**config.mk**
```make
export PLATFORM = sky130hd
export DESIGN_NAME = conv_mac_sched
export DESIGN_NICKNAME = d
export VERILOG_FILES = /design/src/rtl/conv_sched_pkg.sv /design/src/rtl/conv_en_pipe.sv /design/src/rtl/conv_mac_sched.sv
export SDC_FILE = /design/constraint.sdc
export NUM_CORES = 1
export LEC_CHECK = 0
export ABC_CLOCK_PERIOD_IN_PS = 3200
export CAP_MARGIN = 10
export CORE_UTILIZATION = 40
export CTS_CLUSTER_DIAMETER = 80
export DETAILED_ROUTE_END_ITERATION = 8
export PLACE_DENSITY = 0.7
export SLEW_MARGIN = 20
export SYNTH_ARGS = -nofsm -noshare
export SYNTH_HDL_FRONTEND = slang
export SYNTH_SLANG_ARGS = --single-unit
```
**constraint.sdc**
```tcl
create_clock -name clk -period 3.2 [get_ports clk]
set_input_delay 0.48 -clock clk [delete_from_list [all_inputs] [get_ports clk]]
set_output_delay 0.48 -clock clk [all_outputs]
set_load 0.02 [all_outputs]
```
**src/rtl/conv_sched_pkg.sv**
```systemverilog
// Shared types and sizing helpers for the 1-D convolution sequencing controller.
package conv_sched_pkg;

   typedef enum logic [2:0] {
      IDLE = 3'd0,
      LOAD = 3'd1,
      WAIT = 3'd2,
      OUT  = 3'd3,
      DONE = 3'd4
   } state_t;

   // Memory read latency and multiplier register latency in the datapath
   localparam int RD_LAT  = 1;
   localparam int MUL_LAT = 1;

   // Number of valid convolution outputs
   function automatic int calc_outs(input int n, input int m);
      return n - m + 1;
   endfunction

   // Number of P-wide output groups
   function automatic int calc_ng(input int outs, input int p);
      return (outs + p - 1) / p;
   endfunction

   // Lanes that carry real outputs in the group starting at output index g
   function automatic int lanes_in_group(input int p, input int outs, input int g);
      return ((outs - g) < p) ? (outs - g) : p;
   endfunction

endpackage

```
**src/rtl/conv_en_pipe.sv**
```systemverilog
// Delays the LOAD / first-tap flags so the MAC enables line up with read data.
import conv_sched_pkg::*;

module conv_en_pipe #(
   parameter int STAGES   = 2,
   parameter int MULT_TAP = 1
) (
   input  logic clk,
   input  logic reset,
   input  logic load_p0,
   input  logic first_p0,
   output logic en_mult,
   output logic en_accum,
   output logic accum_first
);

   logic [STAGES-1:0] load_sr;
   logic [STAGES-1:0] first_sr;

   // Shift both flags one stage per clock; stage s holds the flag from s+1 cycles ago
   always_ff @(posedge clk) begin
      if (reset) begin
         load_sr  <= '0;
         first_sr <= '0;
      end else begin
         load_sr[0]  <= load_p0;
         first_sr[0] <= first_p0;
         for (int s = 1; s < STAGES; s++) begin
            load_sr[s]  <= load_sr[s-1];
            first_sr[s] <= first_sr[s-1];
         end
      end
   end

   assign en_mult     = load_sr[MULT_TAP-1];
   assign en_accum    = load_sr[STAGES-1];
   assign accum_first = first_sr[STAGES-1];

endmodule

```
**src/rtl/conv_mac_sched.sv**
```systemverilog
// Sequencing controller for the 1-D convolution datapath (X buffer, F ROM,
// P MAC lanes, valid/ready output port).
// Optional: define CONV_SCHED_STALL_CNT_EN to add the stall_cnt output.
import conv_sched_pkg::*;

module conv_mac_sched #(
   parameter int N   = 43,
   parameter int M   = 16,
   parameter int P   = 1,
   parameter int XAW = 6,
   parameter int FAW = 4,
   localparam int SELW = (P > 1) ? $clog2(P) : 1
) (
   input  logic            clk,
   input  logic            reset,
   input  logic            conv_start,
   input  logic            m_ready_y,
   output logic [XAW-1:0]  xmem_addr_base,
   output logic [FAW-1:0]  fmem_addr,
   output logic            en_mult,
   output logic            en_accum,
   output logic            accum_first,
   output logic [SELW-1:0] out_sel,
   output logic            m_valid_y,
   output logic            conv_done
`ifdef CONV_SCHED_STALL_CNT_EN
   ,output logic [15:0]    stall_cnt
`endif
);

   localparam int OUTS = calc_outs(N, M);
   localparam int NG   = calc_ng(OUTS, P);
   localparam int GIW  = (NG > 1) ? $clog2(NG) : 1;

   state_t          state;
   logic [XAW-1:0]  grp;        // first output index of the current group
   logic [GIW-1:0]  grp_idx;    // group number, identifies the last group
   logic [FAW-1:0]  k;          // tap counter
   logic [SELW-1:0] lane;
   logic            wait_cnt;
   logic [SELW-1:0] last_lane;
   logic            last_grp;
   logic            start_go;
   logic            load_p0;
   logic            first_p0;

   assign last_lane = SELW'(lanes_in_group(P, OUTS, int'(grp)) - 1);
   assign last_grp  = (grp_idx == GIW'(NG - 1));
   // A start is taken in IDLE, and also in DONE so back-to-back runs re-enter
   // LOAD the cycle after conv_done without an idle bubble.
   assign start_go  = conv_start && ((state == IDLE) || (state == DONE));
   assign load_p0   = (state == LOAD);
   assign first_p0  = (state == LOAD) && (k == '0);

   // Output valid and lane mux are decoded from registers only
   assign m_valid_y = (state == OUT);
   assign out_sel   = (state == OUT) ? lane : '0;

   // Main sequencer: group/tap/lane counters, registered addresses and done pulse
   always_ff @(posedge clk) begin
      if (reset) begin
         state          <= IDLE;
         grp            <= '0;
         grp_idx        <= '0;
         k              <= '0;
         lane           <= '0;
         wait_cnt       <= 1'b0;
         xmem_addr_base <= '0;
         fmem_addr      <= '0;
         conv_done      <= 1'b0;
      end else begin
         conv_done <= 1'b0;
         case (state)
            IDLE, DONE: begin
               if (start_go) begin
                  state          <= LOAD;
                  grp            <= '0;
                  grp_idx        <= '0;
                  k              <= '0;
                  xmem_addr_base <= '0;
                  fmem_addr      <= '0;
               end else begin
                  state <= IDLE;
               end
            end
            LOAD: begin
               if (k == FAW'(M - 1)) begin
                  state    <= WAIT;
                  wait_cnt <= 1'b0;
               end else begin
                  k              <= k + FAW'(1);
                  xmem_addr_base <= grp + XAW'(k) + XAW'(1);
                  fmem_addr      <= k + FAW'(1);
               end
            end
            WAIT: begin
               if (wait_cnt) begin
                  state <= OUT;
                  lane  <= '0;
               end else begin
                  wait_cnt <= 1'b1;
               end
            end
            OUT: begin
               if (m_ready_y) begin
                  if (lane == last_lane) begin
                     lane <= '0;
                     if (!last_grp) begin
                        state          <= LOAD;
                        grp            <= grp + XAW'(P);
                        grp_idx        <= grp_idx + GIW'(1);
                        k              <= '0;
                        xmem_addr_base <= grp + XAW'(P);
                        fmem_addr      <= '0;
                     end else begin
                        state     <= DONE;
                        conv_done <= 1'b1;
                     end
                  end else begin
                     lane <= lane + SELW'(1);
                  end
               end
            end
            default: state <= IDLE;
         endcase
      end
   end

   conv_en_pipe #(
      .STAGES   (RD_LAT + MUL_LAT),
      .MULT_TAP (RD_LAT)
   ) u_en_pipe (
      .clk         (clk),
      .reset       (reset),
      .load_p0     (load_p0),
      .first_p0    (first_p0),
      .en_mult     (en_mult),
      .en_accum    (en_accum),
      .accum_first (accum_first)
   );

`ifdef CONV_SCHED_STALL_CNT_EN
   // Saturating count of back-pressured output cycles, cleared on a fresh start
   always_ff @(posedge clk) begin
      if (reset) begin
         stall_cnt <= '0;
      end else if (start_go) begin
         stall_cnt <= '0;
      end else if (m_valid_y && !m_ready_y && (stall_cnt != 16'hFFFF)) begin
         stall_cnt <= stall_cnt + 16'd1;
      end
   end
`endif

endmodule

```
# == Word level (Yosys, flattened, before mapping) ==
# Index checks and enable logic that the tools add are counted.
# W data, S select, Z words.
# totals
regBits,31
output_inout_bits,16
# classes
n_addsub,8
n_lt_le_gt_ge,1
eq_ne,14
n_mux,34
n_bitwise,3
reduce_logical,16
# ops
cell,count
$mux W6,5
$mux W4,5
$mux W5,4
$pmux W6 S3,1
$mux W3,5
$add A6 B1 Y6 const B,2
$ne A2 B2 Y1 const B,6
$pmux W3 S4,1
$pmux W4 S3,1
$pmux W6 S2,1
$pmux W5 S2,1
$mux W1,8
$lt A7 B2 Y1 const B,1
$sub A5 B6 Y7 const A,1
$add A6 B4 Y6,1
$eq A3 B2 Y1 const B,2
$reduce_and A6 Y1,1
$reduce_bool A2 Y1,3
$add A5 B1 Y5 const B,1
$eq A5 B5 Y1 const B,1
$reduce_and A5 Y1,1
$add A4 B1 Y4 const B,1
$eq A4 B4 Y1 const B,1
$logic_not A4 Y1,1
17 further kinds,21

# == Longest topological paths before layout ==
# Gate-level depths: netlist of run 1.
# depth
word_depth,8
ltp_mapped,13

# == By module ==
# From an unflattened synthesis of run 1, not the netlist that was laid out.
# unflattened
hier_cells,212
hier_area_um2,1818.0
# modules_own_cells
mod,n_inst,cells_each,area_each_um2,seq_area_each_um2
conv_mac_sched,1,204,1712.9,540.5
conv_en_pipe,1,8,105.1,80.1

# == Least setup slack after synthesis of run 1 ==
# OpenSTA, ideal clock, no wires.
# synth_path
path_type,register to register
start,register grp[1]
end,register xmem_addr_base[4]
arrival_time_ps,2429
slack_ps,675
path_stages_with_launch,13
n_path_buf,1
period_less_slack_ps,2525
path_cell_list,dfxtp_1 > inv_1 > ha_1 > o21ai_0 > a21oi_1 > nor2_1 > o31a_1 > ha_1 > and3_1 > nand3_1 > and2_4 > buf_6 > o41ai_2
# synth_via
elab_chain_len,7
# synth_lines
item,line,source
"start, declared",conv_mac_sched.sv:36,logic [XAW-1:0] grp;
"start signal, assigned",conv_mac_sched.sv:110,grp <= grp + XAW'(P);
$sub A5 B6 Y7,n/a,
$lt A7 B2 Y1,conv_sched_pkg.sv:28,return ((outs - g) < p) ? (outs - g) : p;
$mux W1,conv_sched_pkg.sv:28,
$sub A1 B1 Y1,conv_mac_sched.sv:47,"assign last_lane = SELW'(lanes_in_group(P, OUTS, int'(grp)) - 1);"
$eq A1 B1 Y1,conv_mac_sched.sv:106,if (lane == last_lane) begin
$ne A2 B1 Y1 (no line),n/a,
$reduce_and A6 Y1 (no line),n/a,
"end signal, assigned",conv_mac_sched.sv:92,xmem_addr_base <= grp + XAW'(k) + XAW'(1);
"end signal, assigned",conv_mac_sched.sv:113,xmem_addr_base <= grp + XAW'(P);
"end, declared",conv_mac_sched.sv:18,"output logic [XAW-1:0] xmem_addr_base,"
# Several ways; a longest one is shown, not always the timed one. The select of a mux whose other input is x is not followed.
# A chain may end at the register's enable or synchronous reset.

# == Worst setup path after layout of run 1 ==
# layout_path
start,register grp[0]
end,register xmem_addr_base[5]
# layout_via
elab_chain_len,7
# layout_lines
item,line
$sub A5 B6 Y7,conv_sched_pkg.sv:28
$lt A7 B2 Y1,conv_sched_pkg.sv:28
$mux W1,conv_sched_pkg.sv:28
$sub A1 B1 Y1,conv_mac_sched.sv:47
$eq A1 B1 Y1,conv_mac_sched.sv:106
$ne A2 B1 Y1 (no line),n/a
$reduce_and A6 Y1 (no line),n/a
# Several ways; a longest one is shown, not always the timed one. The select of a mux whose other input is x is not followed.

==> qor.yml, run 1 <==
status: "complete, no violations"
crit_slowest_cell: "dfxtp_1"
rows: 23
cts-root-buf: "clkbuf_8"
finalSetupViolCount: 0
synthesis.area_um2: 1790
nets: 248
track_usage: 0.195
diodes: 0
fin_worst_skew_ns: 0.00536
pre_cts_slack_ns: 0.502
holdBufCountCts: 0
worstPathRequired_ns: 3.42
grt_max_degree: 22
clk_latency_ns: 0.29
ioPinCount: 20
syn_inst: 214
cts_tree: "yes"
power.share.sequential: 0.453
share_comb_of_total_power: 0.095
timing.hold.ws_ns: 0.448
max-cap-violations: 0
gp_congestion: 1.03
wl_mm: 4.03
cp_num_buf_inv: 1
clk_pin_slew_worst_paths_ns: 0.07
slew_viol_final: 0
core_um2: 4140
post-cts-setup-buffer-count: 0
vias: 1556
syn_area_per_cell_um2: 8.38
avgRoutedWirePerCell_um: 14.2
slew_headroom: 0.748
setup_tns_ns: 0
cp_top_family: "compound AO/OA/AOI/OAI gates"
dp.final_hpwl_mm: 2.91
synthesis.nets: 229
synth_warnings: 0
tightest_slew_ns: 0.378
timing.final.crit_period_ns: 2.72
layout-drive-gt1-share: 0.115
die_area_um2: 4750
fmax_mhz: 368
start_util: 0.433
yosysTopAreaCell: "dfxtp_1"
drc: 0
viasPerCell: 5.48
synth_edf_count: 0
synthTopCellsByCount: "dfxtp_1, nor2_1, nand2_1, a21oi_1, nand3_1"
synth.area.top_cells: "dfxtp_1, ha_1, a21oi_1, nor2_1, nand3_1"
hp-class: "register to register"
port_buffers: 19
antenna_found_initial: 0
cts_made_buffers: 5
period_share: 0.849
switchingPower_uw: 205
finalPower_uw: 886
worstPathCellList: "inv_1 -> ha_1 -> o21ai_0 -> a21oi_1 -> nor2_1 -> o31a_1 -> ha_1 -> and3_1 -> a22oi_1 -> nor2_1 -> mux2_2 -> a21oi_1"
grt_pass1_wl_mm: 6.76
internal_power_uw: 681
grt_overflow: 0
htree_levels: 2
cp_slowest_stage_delay_ns: 0.41
final_hold_viol_count: 0
ys_ff_latch: 31
grt_pass1_vias: 1475
startpoint_type: "register"
crit_fanout: 6
area_growth_pct: 18.2
drt_iter0_drc: 93
swShare: 0.231
ant_nets: 0
ys_async_sr_fraction: 0
clock_sink_count: 31
synth.most_common_cell: "dfxtp_1"
critPathKind: "register to register"
power_density_nw_per_um2: 418
ctsResizeCount: 0
clk_path_buf_depth: 2
drtPass1Iterations: 4
seq_area_frac_synth: 0.346
synthFlopType: "dfxtp_1"
dieWidth_um: 69.0
fin_ws_ns: 0.483
p_leak_nw: 0.824
cp-end-kind: "register"
die-height_um: 69.0
ir_worst_vdd_mv: 0.193
synth_cell_type_count: 48
rsz0062_at_grt: "false"
clockPowerShare: 0.453
critPathArrivalTime_ns: 2.94
synth_top_area_frac: 0.346
power by group through the flow:
stage | Combinational, mW | Clock [mW] | Sequential, mW
after CTS | 0.0848 | 0.410 | 0.401
after global placement | 0.0835 | 0 | 0.410
final | 0.0838 | 0.401 | 0.401
after global routing | 0.0930 | 0.429 | 0.402
after floorplan | 0.0593 | 0 | 0.413
after detailed placement | 0.0846 | 0 | 0.410
per-layer routing:
metal	global-route usage	part of all wire
met5	0	0
met4	0.0587	0.011
met3	0.0543	0.036
met2	0.302	0.43
met1	0.262	0.52
cells in the final DEF (no fill, tap or decap), drive strengths merged, types with 2 or more instances in the layout:
cell / instances
buf: 3
inv: 10
xor2: 7
nand2: 22
clkbuf: 6
nor2b: 5
ha: 10
a21oi: 20
dfxtp: 31
nor2: 23
a22oi: 3
mux2i: 2
clkdlybuf4s50: 19
a311oi: 3
a31oi: 2
and3: 5
nand2b: 2
nor4: 3
o21ai: 8
xnor2: 2
nand3: 16
nor3b: 2
a21o: 2
nor3: 8
and2: 2
final cells by class:
cell class,instances,area (µm²)
Clock buffer,6,82.6
Clock inverter,2,35.0
Fill cell,412,2020
Inverter,10,40.0
Multi-Input combinational cell,163,1070
Sequential cell,31,621
Tap cell,50,62.6
Timing Repair Buffer,22,213
state kept, by name (all words and copies together) (netlist names), 2 cells and up:
| signal | count |
|---|---|
| xmem_addr_base | 6 |
| grp_idx | 5 |
| u_en_pipe.first_sr | 2 |
| k | 4 |
| state | 3 |
| u_en_pipe.load_sr | 2 |
| grp | 6 |
worst paths after layout:
kind,startpoint,to,slack (ns),cells after the start
max,grp[0]$_SDFFE_PP0P_,xmem_addr_base[5]$_SDFFE_PP0P_,0.48,12
min,u_en_pipe.first_sr[0]$_SDFF_PP0_,u_en_pipe.first_sr[1]$_SDFF_PP0_,0.45,1
max reg2reg,grp[0]$_SDFFE_PP0P_,xmem_addr_base[5]$_SDFFE_PP0P_,0.48,12
min reg2reg,u_en_pipe.first_sr[0]$_SDFF_PP0_,u_en_pipe.first_sr[1]$_SDFF_PP0_,0.45,1
logic make-up after synthesis:
kind of cell	after synthesis	share of synthesized area
AND/OR/NAND/NOR	91	0.261
AO/OA/AOI/OAI	49	0.191
flip-flops	31	0.346
buffers and inverters	20	0.0593
adder cells (fa/ha/maj)	11	0.0809
XOR/XNOR	9	0.0440
multiplexers	3	0.0174
through the flow:
step	std cells	cell area (µm²)	utilization
after floorplan	214	1790	-
after global placement	276	2000	0.483
after detailed placement	276	2000	0.483
after CTS	284	2120	0.511
after global routing	284	2120	0.511
final	284	2120	0.511
worst reg2reg max path: cells and delay by family, from the launching register on:
family | cells | cell delay, ns
AND/OR/NAND/NOR | 3 | 0.34
buffers and inverters | 1 | 0.12
AO/OA/AOI/OAI | 5 | 0.85
multiplexers | 1 | 0.28
adder cells (fa/ha/maj) | 2 | 0.67
flip-flops | 1 | 0.41
No activity file was read; power rests on OpenSTA's default activity.
==> inputs of run 2 (changes only) <==
--- a/config.mk
+++ b/config.mk
@@ -5,7 +5,7 @@
 export SDC_FILE = /design/constraint.sdc
 export NUM_CORES = 1
 export LEC_CHECK = 0
-export ABC_CLOCK_PERIOD_IN_PS = 3200
+export ABC_CLOCK_PERIOD_IN_PS = 2800
 export CAP_MARGIN = 10
 export CORE_UTILIZATION = 40
 export CTS_CLUSTER_DIAMETER = 80
==> constraint.sdc (replaced) <==
create_clock -name clk -period 2.8 [get_ports clk]
set_input_delay 0.42 -clock clk [delete_from_list [all_inputs] [get_ports clk]]
set_output_delay 0.42 -clock clk [all_outputs]
set_load 0.02 [all_outputs]
==> run 2 against run 1 <==
  * Critical path depth unchanged
  * Total power increased by 24%
  * Critical path type unchanged
  * Critical endpoint unchanged
  * Routed wire length increased by 1.6%
  * Largest cell class unchanged
==> qor.yml, run 2 (synthesis gave the netlist of run 1 again) <==
cts-root-buf: "clkbuf_8"
track_usage: 0.200
avgRoutedWirePerCell_um: 14.3
htree_levels: 2
die_area_um2: 4750
switchingPower_uw: 247
cp_top_family: "compound AO/OA/AOI/OAI gates"
final_hold_viol_count: 0
clk_path_buf_depth: 2
area_growth_pct: 21.7
ir_worst_vdd_mv: 0.299
cp-end-kind: "register"
drc: 0
critPathKind: "register to register"
dieWidth_um: 69.0
vias: 1588
dp.final_hpwl_mm: 2.90
design_area_um2: 2180
period_share: 0.955
tightest_slew_ns: 0.592
status: "complete, no violations"
cts_tree: "yes"
critPathArrivalTime_ns: 2.90
clockPowerShare: 0.491
crit_fanout: 6
slew_headroom: 0.604
pre_cts_slack_ns: 0.138
rows: 23
crit_slowest_cell: "dfxtp_2"
cp_slowest_stage_delay_ns: 0.37
start_util: 0.433
slew_viol_final: 0
ant_nets: 0
grt_max_degree: 21
nets: 251
cts_made_buffers: 5
internal_power_uw: 848
final_cell_mix: "dfxtp_1, nor2_1, nand2_1, a21oi_1, clkdlybuf4s50_1"
placedCellCount: 278
finalPower_mw: 1.10
power_density_nw_per_um2: 502
gp_congestion: 0.931
power.share.sequential: 0.419
largestRegisters: "grp x6, xmem_addr_base x6, grp_idx x5"
diodes: 0
finalSetupViolCount: 0
grt_pass1_vias: 1535
finalNonFillerCells: 287
fin_worst_skew_ns: 0.00707
viasPerCell: 5.53
wl_mm: 4.09
setup_tns_ns: 0
final_common_cell: "dfxtp_1"
worstPathCellList: "inv_1 -> ha_4 -> o21ai_0 -> a21oi_1 -> nor2_1 -> o31a_1 -> ha_1 -> and3_1 -> a22oi_1 -> nor2_1 -> mux2_2 -> a21oi_1"
port_buffers: 19
core_um2: 4140
p_leak_nw: 0.845
grt_pass1_wl_mm: 6.90
drtPass1Iterations: 6
dpl_cell_area_um2: 2020
startpoint_type: "register"
timing.final.crit_period_ns: 2.67
grt_overflow: 0
clk_pin_slew_worst_paths_ns: 0.07
cp_num_buf_inv: 1
hp-class: "register to register"
worstPathRequired_ns: 3.03
swShare: 0.225
fmax_mhz: 374
die-height_um: 69.0
antenna_found_initial: 0
ioPinCount: 20
clock_sink_count: 31
clk_latency_ns: 0.29
max-cap-violations: 0
fin_ws_ns: 0.126
share_comb_of_total_power: 0.090
layout-drive-gt1-share: 0.143
drt_iter0_drc: 108
## run 2: layout make-up
type | count | area, µm²
Sequential cell | 31 | 622
Clock buffer | 5 | 68.8
Multi-Input combinational cell | 163 | 1090
Fill cell | 390 | 1960
Timing Repair Buffer | 25 | 235
Inverter | 10 | 40.0
Clock inverter | 3 | 67.6
Tap cell | 50 | 62.6
## run 2: repair_timing
action,4_1_cts,5_1_grt
hold buffers,0,0
gates resized for setup,0,4
setup endpoints to repair,0,13
buffers inserted,0,1
## run 2: per-layer routing
metal / GRT usage / vias to the layer above / wire length (µm)
li1: - / 797 / -
met1: 0.252 / 746 / 2010
met2: 0.319 / 35 / 1800
met3: 0.0493 / 10 / 193
met4: 0.0944 / 0 / 90
met5: 0 / - / 0
## run 2: path summary, 6_finish.rpt
check | start | to | slack (ns) | cells after the start
setup / recovery | grp[0]$_SDFFE_PP0P_ | xmem_addr_base[5]$_SDFFE_PP0P_ | 0.13 | 12
hold / removal | u_en_pipe.first_sr[0]$_SDFF_PP0_ | u_en_pipe.first_sr[1]$_SDFF_PP0_ | 0.44 | 1
setup reg to reg | grp[0]$_SDFFE_PP0P_ | xmem_addr_base[5]$_SDFFE_PP0P_ | 0.13 | 12
hold reg to reg | u_en_pipe.first_sr[0]$_SDFF_PP0_ | u_en_pipe.first_sr[1]$_SDFF_PP0_ | 0.44 | 1
## run 2: power by group through the flow
stage                     sequential (mW)  combinational [mW]  clock [mW]
final                               0.459              0.0990       0.537
after global routing                0.460               0.109       0.558
after CTS                           0.459              0.0974       0.545
after detailed placement            0.468              0.0969           0
after global placement              0.469              0.0964           0
after floorplan                     0.472              0.0678           0
## run 2: per-stage QoR
| stage | util | hold slack [ns] |
|---|---|---|
| finish | 0.527 | 0.444 |
| global route | 0.527 | 0.475 |
| CTS | 0.520 | 0.452 |
| detailed placement | 0.487 | 0.435 |
| global placement | 0.487 | 0.423 |
| floorplan | - | 0.414 |
## run 2: worst register-to-register path: stages, from the launching register on
cell and delay, ns:
dfxtp_2 0.37, inv_1 0.10, ha_4 0.30, o21ai_0 0.09
a21oi_1 0.16, nor2_1 0.05, o31a_1 0.24, ha_1 0.32
and3_1 0.21, a22oi_1 0.12, nor2_1 0.19, mux2_2 0.35
a21oi_1 0.11
